==> config.mk <==
export PLATFORM = sky130hd
export DESIGN_NAME = port_input_debounce
export DESIGN_NICKNAME = d
export VERILOG_FILES = /design/src/rtl/z8_io_pkg.sv /design/src/rtl/debounce_bit.sv /design/src/rtl/port_input_debounce.sv
export SDC_FILE = /design/constraint.sdc
export NUM_CORES = 1
export LEC_CHECK = 0
export BUFFER_PORTS_ARGS = -buffer_cell sky130_fd_sc_hd__buf_4
export CORE_MARGIN = 2
export CORE_UTILIZATION = 54
export DETAILED_ROUTE_END_ITERATION = 8
export GPL_TIMING_DRIVEN = 0
export PLACE_DENSITY = 0.76
export SLEW_MARGIN = 20
export SYNTH_ARGS = -nofsm -noshare
export SYNTH_HDL_FRONTEND = slang
export SYNTH_SLANG_ARGS = --single-unit
==> constraint.sdc <==
create_clock -name clk -period 2.4 [get_ports clk]
set_input_delay 0.12 -clock clk [delete_from_list [all_inputs] [get_ports clk]]
set_output_delay 0.12 -clock clk [all_outputs]
set_load 0.05 [all_outputs]
==> src/rtl/z8_io_pkg.sv <==
// Port-3 input constants shared across the SoC: default width/reset level and
// the mapping of debounced falling-edge strobes onto the CPU's P30-P33 IRQs.
package z8_io_pkg;

   localparam int unsigned P3_WIDTH = 4;
   localparam logic [P3_WIDTH-1:0] P3_RESET_VALUE = 4'hF;

   typedef enum logic [1:0] {
      IRQ0 = 2'd0,
      IRQ1 = 2'd1,
      IRQ2 = 2'd2,
      IRQ3 = 2'd3
   } p3_irq_e;

   // fall[n] drives IRQn; MSB-first field order keeps the cast bit-aligned
   typedef struct packed {
      logic irq3;
      logic irq2;
      logic irq1;
      logic irq0;
   } p3_irq_req_t;

   function automatic p3_irq_req_t fall_to_irq(input logic [P3_WIDTH-1:0] fall);
      return p3_irq_req_t'(fall);
   endfunction

endpackage

==> src/rtl/debounce_bit.sv <==
// One input bit: 2-FF synchroniser, tick-qualified stability counter and the
// registered level plus one-cycle change / falling-edge strobes.
module debounce_bit #(
   parameter int unsigned STABLE_TICKS = 4,
   parameter logic        RESET_BIT    = 1'b1
) (
   input  logic clk,
   input  logic reset,
   input  logic i_tick,
   input  logic i_pin,
   output logic o_level,
   output logic o_changed,
   output logic o_fall
);

   localparam int unsigned CW = $clog2(STABLE_TICKS + 1);
   localparam logic [CW-1:0] LAST = CW'(STABLE_TICKS - 1);

   logic          r_meta;
   logic          r_sync;
   logic [CW-1:0] r_cnt;
   logic          w_mismatch;

   assign w_mismatch = (r_sync != o_level);

   // Any matching sample clears the run, so only uninterrupted mismatches count
   always_ff @(posedge clk) begin
      if (reset) begin
         r_meta    <= RESET_BIT;
         r_sync    <= RESET_BIT;
         o_level   <= RESET_BIT;
         r_cnt     <= '0;
         o_changed <= 1'b0;
         o_fall    <= 1'b0;
      end else begin
         r_meta    <= i_pin;
         r_sync    <= r_meta;
         o_changed <= 1'b0;
         o_fall    <= 1'b0;
         if (!w_mismatch) begin
            r_cnt <= '0;
         end else if (i_tick) begin
            if (r_cnt == LAST) begin
               o_level   <= r_sync;
               r_cnt     <= '0;
               o_changed <= 1'b1;
               o_fall    <= ~r_sync;
            end else begin
               r_cnt <= r_cnt + CW'(1);
            end
         end
      end
   end

endmodule

==> src/rtl/port_input_debounce.sv <==
// Port-3 input conditioning: shared debounce tick prescaler feeding one
// independent synchronise-and-debounce slice per pin.
module port_input_debounce
   import z8_io_pkg::*;
#(
   parameter int unsigned       WIDTH        = P3_WIDTH,
   parameter int unsigned       STABLE_TICKS = 4,
   parameter int unsigned       PRESCALE     = 1,
   parameter logic [WIDTH-1:0]  RESET_VALUE  = '1
) (
   input  logic             clk,
   input  logic             reset,
   input  logic [WIDTH-1:0] pins_in,
   output logic [WIDTH-1:0] port_out,
   output logic [WIDTH-1:0] changed,
   output logic [WIDTH-1:0] fall
);

   localparam int unsigned PW = (PRESCALE > 1) ? $clog2(PRESCALE) : 1;
   localparam logic [PW-1:0] P_LAST = PW'(PRESCALE - 1);

   logic [PW-1:0] r_pcnt;
   logic          w_tick;

   // With PRESCALE=1 the count is pinned at 0 and every cycle is a tick
   assign w_tick = (r_pcnt == P_LAST);

   always_ff @(posedge clk) begin
      if (reset) begin
         r_pcnt <= '0;
      end else if (w_tick) begin
         r_pcnt <= '0;
      end else begin
         r_pcnt <= r_pcnt + PW'(1);
      end
   end

   for (genvar g = 0; g < int'(WIDTH); g++) begin : g_bit
      debounce_bit #(
         .STABLE_TICKS (STABLE_TICKS),
         .RESET_BIT    (RESET_VALUE[g])
      ) u_bit (
         .clk       (clk),
         .reset     (reset),
         .i_tick    (w_tick),
         .i_pin     (pins_in[g]),
         .o_level   (port_out[g]),
         .o_changed (changed[g]),
         .o_fall    (fall[g])
      );
   end

endmodule

After elaboration in Yosys (flattened, before gate mapping)
Cells that the tools add are included.

word-level totals
  output and inout port bits = 12
  bits in registers = 33

operators by class
  reductions and logical operators = 17
  bitwise gates (word level) = 13
  mux-type cells = 8
  equal/unequal tests = 8
  add/sub/neg operators = 5

operators by type and width
  cell                                                                    number
  4-bit OR reduction                                                      4
  1-bit inverter                                                          13
  3-bit by 1-bit adder with 3-bit output (second input constant)          4
  3-bit by 2-bit equality test with 1-bit output (second input constant)  4
  3-bit two-way mux                                                       4
  3-bit AND reduction                                                     4
  3-bit OR reduction                                                      4
  2-bit OR reduction                                                      5
  1-bit two-way mux                                                       4
  1-bit != test                                                           4
  1-bit adder (second input constant)                                     1

Longest topological paths before layout
Gate-level depths: netlist (run 1).

  depth after elaboration = 3
  gate-level depth with buffers = 4
  gate-level depth less buffers = 4

Cells and area by module
A second synthesis (run 1) with hierarchy kept.

second synthesis, totals
  cell total of the unflattened synthesis = 115
  area total of the unflattened synthesis = 1,178.6 sq um

modules (own cells, without submodules)
  module               cells an instance  seq. area each (sq um)  instances  area an instance (sq um)
  debounce_bit         28                 160.2                   4          287.8
  port_input_debounce  3                  20.0                    1          27.5

Worst setup path after synthesis (run 1)
No wires, ideal clock.

  path kind = reg2reg
  start point = reg g_bit[1].u_bit.r_cnt[0]
  end point = reg g_bit[1].u_bit.o_level
  period minus slack after synthesis = 1.253 ns
  cell stages (with the launch flop) = 5
  buffers on the path = 0
  path slack = 1.147 ns
  required time = 2.280 ns
  arrival time = 1.132 ns
  cells stage by stage = dfxtp_1 -> ha_1 -> or3b_2 -> nor3_1 -> a21oi_1

between the ends
  cells in the longest elaborated chain, start to end = 2

RTL lines
  element                                         RTL line            source
  start: declaration                              debounce_bit.sv:21  logic [CW-1:0] r_cnt;
  start signal: assignment                        debounce_bit.sv:49  r_cnt <= r_cnt + CW'(1);
  3-bit by 2-bit equality test with 1-bit output  debounce_bit.sv:43  if (r_cnt == LAST) begin
  3-bit AND reduction (no source line)            -
  end signal: assignment                          debounce_bit.sv:44  o_level <= r_sync;
  end: declaration                                debounce_bit.sv:11  output logic o_level,

No other way between the ends.
A chain may end at the register's enable or synchronous reset.

Worst setup path after layout (run 1)
  start point = reg g_bit[3].u_bit.r_cnt[0]
  end point = reg g_bit[3].u_bit.o_level

between the ends
  cells in the longest elaborated chain, start to end = 2

RTL lines
  element                                         RTL line
  start: declaration                              debounce_bit.sv:21
  start signal: assignment                        debounce_bit.sv:49
  3-bit by 2-bit equality test with 1-bit output  debounce_bit.sv:43
  3-bit AND reduction (no source line)            -
  end signal: assignment                          debounce_bit.sv:44
  end: declaration                                debounce_bit.sv:11

No other way between the ends.

==> impl_metrics.ini, run 1 <==
[cells_and_area]
fin_nets = 170
post_route_cells_drive_above_1_share = 0.323
diodes = 0
syn_to_final_growth_pct = 20.1

[placed_design]
dp_hpwl_um = 1450
gp_congestion = 0.692
portBuffers = 17

[critical_path]
r2r-end = g_bit[3].u_bit.o_level$_SDFFE_PP1P_
required_ns = 2.62
worstSetupStartpointType = flip-flop
r2r_start = g_bit[3].u_bit.r_cnt[0]$_SDFFE_PP0N_
critPathKind = reg2reg
critPathMaxFanout = 4
ff2ff_path_depth = 4
crit_arrival_ns = 1.58
cp-end-kind = flip-flop
reg2reg_slack_ns = 1.03

[cts]
clock_latency_ns = 0.33
cts_num_sinks = 33
cts_tree = done
htree_levels = 2
cts_root_buf = clkbuf_4
cts_setup_buffers = 0
clk_pin_slew_ns = 0.09
cts_buffer_depth = 2
numCtsBuffers = 5

[route]
via_count = 919
ant_nets = 0
wl_per_cell_um = 11.3
remaining_drc_errors = 0
viasPerCell = 4.86
wl_um = 2130
first_pass_iters = 4
drtIter0Drc = 10

[global_route]
antenna_found_initial = 0
grt_max_degree = 11
grt_pass1_vias = 881
grt_pass1_wl_um = 3500
grt.overflow.total = 0
grt_usage = 0.188

[hold_path]
hold_depth = 3
min_to = g_bit[2].u_bit.r_cnt[2]$_SDFFE_PP0N_
min-delay-path-class = in2reg
hold_path_startpoint = reset

[logic_synthesis]
ys_ff_latch = 33
syn_nets = 142
synth_area_sq_um = 1260
synth_top_area_cell = dfxtp_1
synth-seq-area-share = 0.523
yosysTopAreaCellShare = 0.523
synth_most_common_cell = dfxtp_1
synth_edf_count = 0
ys.flop_type = dfxtp_1
synth_commonest_cells = dfxtp_1 (33), nor2_1 (19), buf_4 (12), a21oi_1 (9), or2_2 (8)
synth_top_cells_by_area = dfxtp_1 (52%), buf_4 (7.1%), nor2_1 (5.6%), ha_1 (4.0%), or2_2 (4.0%)
ys_warn_count = 0
yosys.cell_types.count = 22
synth.avg_cell_area_sq_um = 9.56
synthCells = 132
synthArstFlopShare = 0

[power_and_ir_drop]
comb_power_share = 0.048
clockPowerShare = 0.324
netSwitchingPower_mw = 0.203
p_sw_frac = 0.228
p_int_mw = 0.691
seqPwrFrac = 0.628
vdd_drop_max_uv = 410
cellPowerDensity_nw_per_um2 = 589
p_leak_nw = 0.626
power_mw = 0.894

[timing]
drv_slew = 0
min_period_over_period = 0.569
finalSetupViolCount = 0
skew_ns = 0.00909
fin_tns_setup_ns = 0
max_clock_freq_mhz = 732
hold_ws_ns = 0.163
finalHoldViolCount = 0
fin_crit_ns = 1.37
rsz0062_at_grt = false

[run_status]
outcome = finished, final reports clean

[floorplanning]
fp.dieH_um = 52.4
pin_count = 18
die_area_sq_um = 2740
start_util = 0.571
coreArea_sq_um = 2210
die_width_um = 52.4
rows = 17

[run]
maxCapViolations = 0
## area by class of cell
cell class / instances / area, sq um
clock inverter: 2 / 10.0
timing repair buffer: 21 / 168
buffer: 16 / 121
inverter: 4 / 15.0
sequential: 33 / 661
tap: 28 / 35.0
fill: 189 / 696
multi-input combinational: 79 / 465
clock buffer: 6 / 41.3
## logic make-up after synthesis
| group | synth area share |
|---|---|
| AO/OA/AOI/OAI | 0.0634 |
| XOR/XNOR | 0.0277 |
| adder cells (fa/ha/maj) | 0.0396 |
| multiplexers | 0.0238 |
| buffers and inverters | 0.108 |
| AND/OR/NAND/NOR | 0.211 |
| flip-flops | 0.523 |
| other | 0.00297 |
## cell usage in the layout (no fill, tap or decap), types with 3 or more instances in the layout
cell,count
nand2b_1,5
buf_4,29
a21oi_1,9
xor2_1,4
or2_2,8
ha_1,4
mux2i_1,3
clkbuf_4,5
dlygate4sd3_1,4
or3b_2,3
dfxtp_1,33
nor3_1,6
o21ai_0,7
nor2_1,19
inv_1,4
nand2_1,6
## power by group through the flow
stage	combinational, mW	clock [mW]	sequential (mW)
3_3_place_gp	0.0362	0	0.573
6_report	0.0433	0.290	0.561
3_5_place_dp	0.0384	0	0.574
5_1_grt	0.0479	0.330	0.562
4_1_cts	0.0437	0.299	0.561
2_1_floorplan	0.0257	0	0.572
## stage by stage
stage | instance area, sq um | utilization | setup WS (ns) | instances
after floorplan | 1260 | - | 1.15 | 132
after global placement | 1430 | 0.644 | 1.09 | 177
after detailed placement | 1430 | 0.644 | 1.05 | 177
after CTS | 1520 | 0.686 | 1.03 | 189
after global routing | 1520 | 0.686 | 0.925 | 189
final | 1520 | 0.686 | 1.03 | 189
## registers in the layout (all words and copies together) (netlist names)
signal / cells
g_bit.u_bit.o_changed: 4
g_bit.u_bit.o_fall: 4
g_bit.u_bit.o_level: 4
g_bit.u_bit.r_cnt: 12
g_bit.u_bit.r_meta: 4
g_bit.u_bit.r_sync: 4
r_pcnt: 1
## critical path, cell delays in order (launching register included)
cell and delay [ns]:
dfxtp_1 0.36, ha_1 0.17, or3b_2 0.49, nor3_1 0.17
a21oi_1 0.07
## worst max path at each step
stage | startpoint | end | cells after the start
floorplan | g_bit[1].u_bit.r_cnt[0]$_SDFFE_PP0N_ | g_bit[1].u_bit.o_level$_SDFFE_PP1P_ | 4
global placement | g_bit[3].u_bit.r_cnt[0]$_SDFFE_PP0N_ | g_bit[3].u_bit.o_level$_SDFFE_PP1P_ | 4
detailed placement | g_bit[3].u_bit.r_cnt[0]$_SDFFE_PP0N_ | g_bit[3].u_bit.o_level$_SDFFE_PP1P_ | 4
CTS | g_bit[3].u_bit.r_cnt[0]$_SDFFE_PP0N_ | g_bit[3].u_bit.o_level$_SDFFE_PP1P_ | 4
global route | g_bit[0].u_bit.r_cnt[0]$_SDFFE_PP0N_ | g_bit[0].u_bit.o_level$_SDFFE_PP1P_ | 4
finish | g_bit[3].u_bit.r_cnt[0]$_SDFFE_PP0N_ | g_bit[3].u_bit.o_level$_SDFFE_PP1P_ | 4
## what timing repair did
action | CTS | global route
hold endpoints to repair | 4 | 0
resized for setup | 0 | 0
hold buffers | 4 | 0
## layer usage
layer,vias up,GRT usage,wire length [um]
met5,-,0,0
met4,0,0.0769,30
met3,4,0.111,101
met2,23,0.325,1120
met1,416,0.180,879
li1,476,-,-
No activity file was read; power rests on OpenSTA's default activity.
==> run 2, diff against run 1 <==
--- a/config.mk
+++ b/config.mk
@@ -7,10 +7,10 @@
 export LEC_CHECK = 0
 export BUFFER_PORTS_ARGS = -buffer_cell sky130_fd_sc_hd__buf_4
 export CORE_MARGIN = 2
-export CORE_UTILIZATION = 54
+export CORE_UTILIZATION = 49
 export DETAILED_ROUTE_END_ITERATION = 8
 export GPL_TIMING_DRIVEN = 0
-export PLACE_DENSITY = 0.76
+export PLACE_DENSITY = 0.73
 export SLEW_MARGIN = 20
 export SYNTH_ARGS = -nofsm -noshare
 export SYNTH_HDL_FRONTEND = slang
==> constraint.sdc (replaced) <==
create_clock -name clk -period 1.2 [get_ports clk]
set_input_delay 0.06 -clock clk [delete_from_list [all_inputs] [get_ports clk]]
set_output_delay 0.06 -clock clk [all_outputs]
set_load 0.05 [all_outputs]
==> impl_metrics.ini, run 2 (synthesis gave the netlist of run 1 again) <==
[run_status]
outcome = finished, final reports clean

[power_and_ir_drop]
vdd_drop_max_uv = 927
power_mw = 1.84
p_int_mw = 1.44
clockPowerShare = 0.341
comb_power_share = 0.048
p_leak_nw = 0.638
seqPwrFrac = 0.610
p_sw_frac = 0.219
netSwitchingPower_mw = 0.404
cellPowerDensity_nw_per_um2 = 1150

[timing]
hold_ws_ns = 0.0959
finalSetupViolCount = 0
rsz0062_at_grt = true
fin_crit_ns = 1.19
skew_ns = 0.00526
min_period_over_period = 0.995
finalHoldViolCount = 0
setup_slack_ns = 0.00589
drv_slew = 0
fin_tns_setup_ns = 0
max_clock_freq_mhz = 837

[global_route]
grt_max_degree = 11
grt_usage = 0.175
grt_pass1_wl_um = 3450
grt.overflow.total = 0
antenna_found_initial = 0
grt_pass1_vias = 780

[cts]
htree_levels = 2
cts_root_buf = clkbuf_4
cts_num_sinks = 33
cts_buffer_depth = 2
clk_pin_slew_ns = 0.10
numCtsBuffers = 5
cts_tree = done
clock_latency_ns = 0.33

[critical_path]
crit_arrival_ns = 1.43
r2r_start = g_bit[0].u_bit.r_cnt[0]$_SDFFE_PP0N_
startpoint = g_bit[0].u_bit.r_cnt[0]$_SDFFE_PP0N_
reg2reg_slack_ns = 0.006
worst-path-buf-inv = 0
cp_slowest_stage_delay_ns = 0.41
critPathKind = reg2reg
crit_chain = ha_1 > or3b_4 > nor3_2 > a21oi_1
cp.depth = 4
crit_end = g_bit[0].u_bit.o_level$_SDFFE_PP1P_
r2r-end = g_bit[0].u_bit.o_level$_SDFFE_PP1P_
crit_slowest_cell = or3b_4
required_ns = 1.43
cp-end-kind = flip-flop
ff2ff_path_depth = 4
critPathMaxFanout = 4
cp_top_family = simple AND/OR/NAND/NOR gates
worstSetupStartpointType = flip-flop

[floorplanning]
die_area_sq_um = 3000
rows = 18
fp.dieH_um = 54.8
coreArea_sq_um = 2450
start_util = 0.514
die_width_um = 54.8
pin_count = 18

[route]
ant_nets = 0
first_pass_iters = 4
viasPerCell = 4.78
drtIter0Drc = 9
via_count = 917
wl_per_cell_um = 11.2
remaining_drc_errors = 0
wl_um = 2150

[hold_path]
min-delay-path-class = in2reg

[cells_and_area]
diodes = 0
final_util = 0.655
finalNonFillerCells = 192
syn_to_final_growth_pct = 27.4
largest_reg_flops = 12
fillCellCount = 203
top_register = g_bit.u_bit.r_cnt
mostFrequentLayoutCell = buf_4
fin_nets = 172
post_route_cells_drive_above_1_share = 0.414
final_cell_mix = buf_4 (31), dfxtp_1 (25), nor2_1 (19)
fin_area_sq_um = 1610

[placed_design]
portBuffers = 17
gp_congestion = 0.654
dp.cells = 179
place_area_sq_um = 1430
dp_hpwl_um = 1410
dp_slack_ns = -0.144

[run]
maxCapViolations = 0
## run 2: worst min-delay path by stage
| stage | to | slack [ns] | startpoint | depth (start not counted) |
|---|---|---|---|---|
| floorplan | g_bit[0].u_bit.r_meta$_SDFF_PP1_ | 0.16 | pins_in[0] | 1 |
| global placement | g_bit[0].u_bit.r_meta$_SDFF_PP1_ | 0.24 | pins_in[0] | 2 |
| detailed placement | g_bit[0].u_bit.r_meta$_SDFF_PP1_ | 0.25 | pins_in[0] | 2 |
| CTS | g_bit[2].u_bit.r_cnt[1]$_SDFFE_PP0N_ | 0.09 | reset | 3 |
| global route | g_bit[2].u_bit.r_cnt[0]$_SDFFE_PP0N_ | 0.11 | reset | 3 |
| finish | g_bit[2].u_bit.r_cnt[1]$_SDFFE_PP0N_ | 0.1 | reset | 3 |
## run 2: routing by layer
layer,vias to the layer above,part of all wire,routed length (um),GRT usage
li1,475,-,-,-
met1,413,0.46,981,0.203
met2,24,0.47,1010,0.262
met3,5,0.052,112,0.0574
met4,0,0.021,46,0.138
met5,-,0,0,0
## run 2: what timing repair did
item	in CTS	in global routing
buffers inserted	0	2
hold endpoints to repair	4	0
hold buffers	4	0
gates cloned	0	0
setup endpoints to repair	9	6
resized for setup	13	7
## run 2: tightest hold or removal path, cell delays in order
cell and delay (ns):
buf_4 0.08, nand2b_1 0.20, a21oi_1 0.06
## run 2: power by group through the flow
stage	Sequential (mW)	Clock [mW]	Combinational, mW
2_1_floorplan	1.14	0	0.0515
6_report	1.12	0.628	0.0890
3_3_place_gp	1.15	0	0.0729
4_1_cts	1.12	0.644	0.0866
5_1_grt	1.13	0.702	0.0994
3_5_place_dp	1.15	0	0.0753
## run 2: layout make-up
class	instances	area [sq um]	share of cell area
buffer	16	121	0.0755
clock buffer	7	55.1	0.0342
inverter	4	15.0	0.00934
multi-input combinational	79	526	0.327
sequential	33	671	0.417
tap	30	37.5	0.0233
timing repair buffer	23	183	0.114
==> run 3, diff against run 2 <==
--- a/config.mk
+++ b/config.mk
@@ -11,6 +11,7 @@
 export DETAILED_ROUTE_END_ITERATION = 8
 export GPL_TIMING_DRIVEN = 0
 export PLACE_DENSITY = 0.73
+export REMOVE_ABC_BUFFERS = 1
 export SLEW_MARGIN = 20
 export SYNTH_ARGS = -nofsm -noshare
 export SYNTH_HDL_FRONTEND = slang
==> impl_metrics.ini, run 3 (synthesis gave the netlist of run 1 again) <==
[run_status]
violations = negative setup slack
outcome = finished with violations

[timing]
finalHoldViolCount = 0
rsz0062_at_grt = true
min_period_over_period = 1.00
setup_slack_ns = -0.00440
finalSetupViolCount = 1
fin_crit_ns = 1.20
drv_slew = 0
max_clock_freq_mhz = 830
hold_ws_ns = 0.115
skew_ns = 0.0127

[route]
ant_nets = 0
wl_per_cell_um = 10.7
via_count = 835
drtIter0Drc = 7
first_pass_iters = 4
remaining_drc_errors = 0
viasPerCell = 4.69
wl_um = 1910

[hold_path]
hold_depth = 3
min-delay-path-class = in2reg
hold_path_startpoint = reset
min_to = g_bit[2].u_bit.o_level$_SDFFE_PP1P_

[cells_and_area]
final_cell_mix = dfxtp_1 (25), buf_4 (20), nor2_1 (19)
post_route_cells_drive_above_1_share = 0.365
largest_reg_flops = 12
fin_nets = 157
diodes = 0
top_register = g_bit.u_bit.r_cnt
fillCellCount = 206
final_util = 0.614
syn_to_final_growth_pct = 19.4
mostFrequentLayoutCell = dfxtp_1
fin_area_sq_um = 1510

[placed_design]
gp_congestion = 0.701
dp_hpwl_um = 1240
portBuffers = 17
place_area_sq_um = 1310
dp_slack_ns = -0.256

[critical_path]
ff2ff_path_depth = 4
r2r-end = g_bit[1].u_bit.o_level$_SDFFE_PP1P_
required_ns = 1.43
startpoint = g_bit[1].u_bit.r_cnt[0]$_SDFFE_PP0N_
crit_slowest_cell = or3b_4
crit_arrival_ns = 1.43
worstSetupStartpointType = flip-flop
critPathMaxFanout = 4
r2r_start = g_bit[1].u_bit.r_cnt[0]$_SDFFE_PP0N_
cp_slowest_stage_delay_ns = 0.41
reg2reg_slack_ns = -0.004
critPathKind = reg2reg
cp-end-kind = flip-flop
crit_chain = ha_1 > or3b_4 > nor3_2 > a21oi_1

[floorplanning]
rows = 18
die_area_sq_um = 3000
coreArea_sq_um = 2450
start_util = 0.514
fp.dieH_um = 54.8
die_width_um = 54.8
pin_count = 18

[cts]
cts_root_buf = clkbuf_4
cts_buffer_depth = 2
cts_tree = done
numCtsBuffers = 5
cts_num_sinks = 33
clock_latency_ns = 0.33
htree_levels = 2
clk_pin_slew_ns = 0.11

[global_route]
grt_usage = 0.163
grt_pass1_wl_um = 3260
grt_max_degree = 23
antenna_found_initial = 0
grt.overflow.total = 0
grt_pass1_vias = 801

[power_and_ir_drop]
netSwitchingPower_mw = 0.412
p_leak_nw = 0.586
seqPwrFrac = 0.594
vdd_drop_max_uv = 866
clockPowerShare = 0.370
cellPowerDensity_nw_per_um2 = 1260
comb_power_share = 0.036
p_sw_frac = 0.217
p_int_mw = 1.49

[run]
maxCapViolations = 0
[run 3: changes by cell type in the layout (fill, tap and decap cells not counted), sizes merged]
cell    before  now
clkinv       0    1
buf         34   20
clkbuf       8    7
[run 3: power groups by stage]
stage / Clock [mW] / Combinational [mW] / Sequential [mW]
after CTS: 0.728 / 0.0663 / 1.13
after detailed placement: 0 / 0.0545 / 1.15
after global routing: 0.777 / 0.0779 / 1.13
final: 0.703 / 0.0692 / 1.13
after global placement: 0 / 0.0515 / 1.15
after floorplan: 0 / 0.0307 / 1.15
[run 3: timing repair]
item	CTS	global route
setup buffers	1	2
endpoints found under the setup margin	10	4
resized for setup	12	9
hold buffers	4	0
hold endpoints to repair	4	0
cloned	0	0
[run 3: through the flow]
step | setup TNS [ns] | power, mW | instances
6_report | -0.00440 | 1.90 | 178
3_5_place_dp | -1.41 | 1.21 | 163
5_1_grt | -0.118 | 1.99 | 178
2_1_floorplan | -0.339 | 1.18 | 116
3_3_place_gp | -1.13 | 1.21 | 163
4_1_cts | -0.0272 | 1.93 | 176
[run 3: final cells by class]
cell class	count	area, sq um	area share
timing repair buffer	24	190	0.126
inverter	4	15.0	0.00996
tap	30	37.5	0.0249
multi-input combinational	79	519	0.344
clock inverter	1	5.00	0.00332
sequential	33	676	0.448
clock buffer	7	65.1	0.0432
[run 3: critical path, delay by kind of cell, from the launching register on]
family	cells	cell delay, ns
fa+ha+maj	1	0.16
compound gates	1	0.06
flops	1	0.36
simple gates	2	0.52
[run 3: how the worst max path moves through the flow]
| stage | endpoint | slack [ns] | depth (start not counted) |
|---|---|---|---|
| 2_1_floorplan | g_bit[0].u_bit.o_level$_SDFFE_PP1P_ | -0.10 | 3 |
| 3_3_place_gp | g_bit[3].u_bit.o_level$_SDFFE_PP1P_ | -0.21 | 3 |
| 3_5_place_dp | g_bit[3].u_bit.o_level$_SDFFE_PP1P_ | -0.26 | 3 |
| 4_1_cts | g_bit[1].u_bit.o_level$_SDFFE_PP1P_ | -0.02 | 4 |
| 5_1_grt | g_bit[3].u_bit.o_level$_SDFFE_PP1P_ | -0.05 | 4 |
| 6_report | g_bit[1].u_bit.o_level$_SDFFE_PP1P_ | -0.004 | 4 |
[run 3: per-layer routing]
metal / share of wire / global-route usage / wire, um / up-vias
li1: - / - / - / 442
met1: 0.43 / 0.160 / 815 / 373
met2: 0.50 / 0.270 / 956 / 15
met3: 0.043 / 0.0601 / 83 / 5
met4: 0.030 / 0.138 / 57 / 0
met5: 0 / 0 / 0 / -
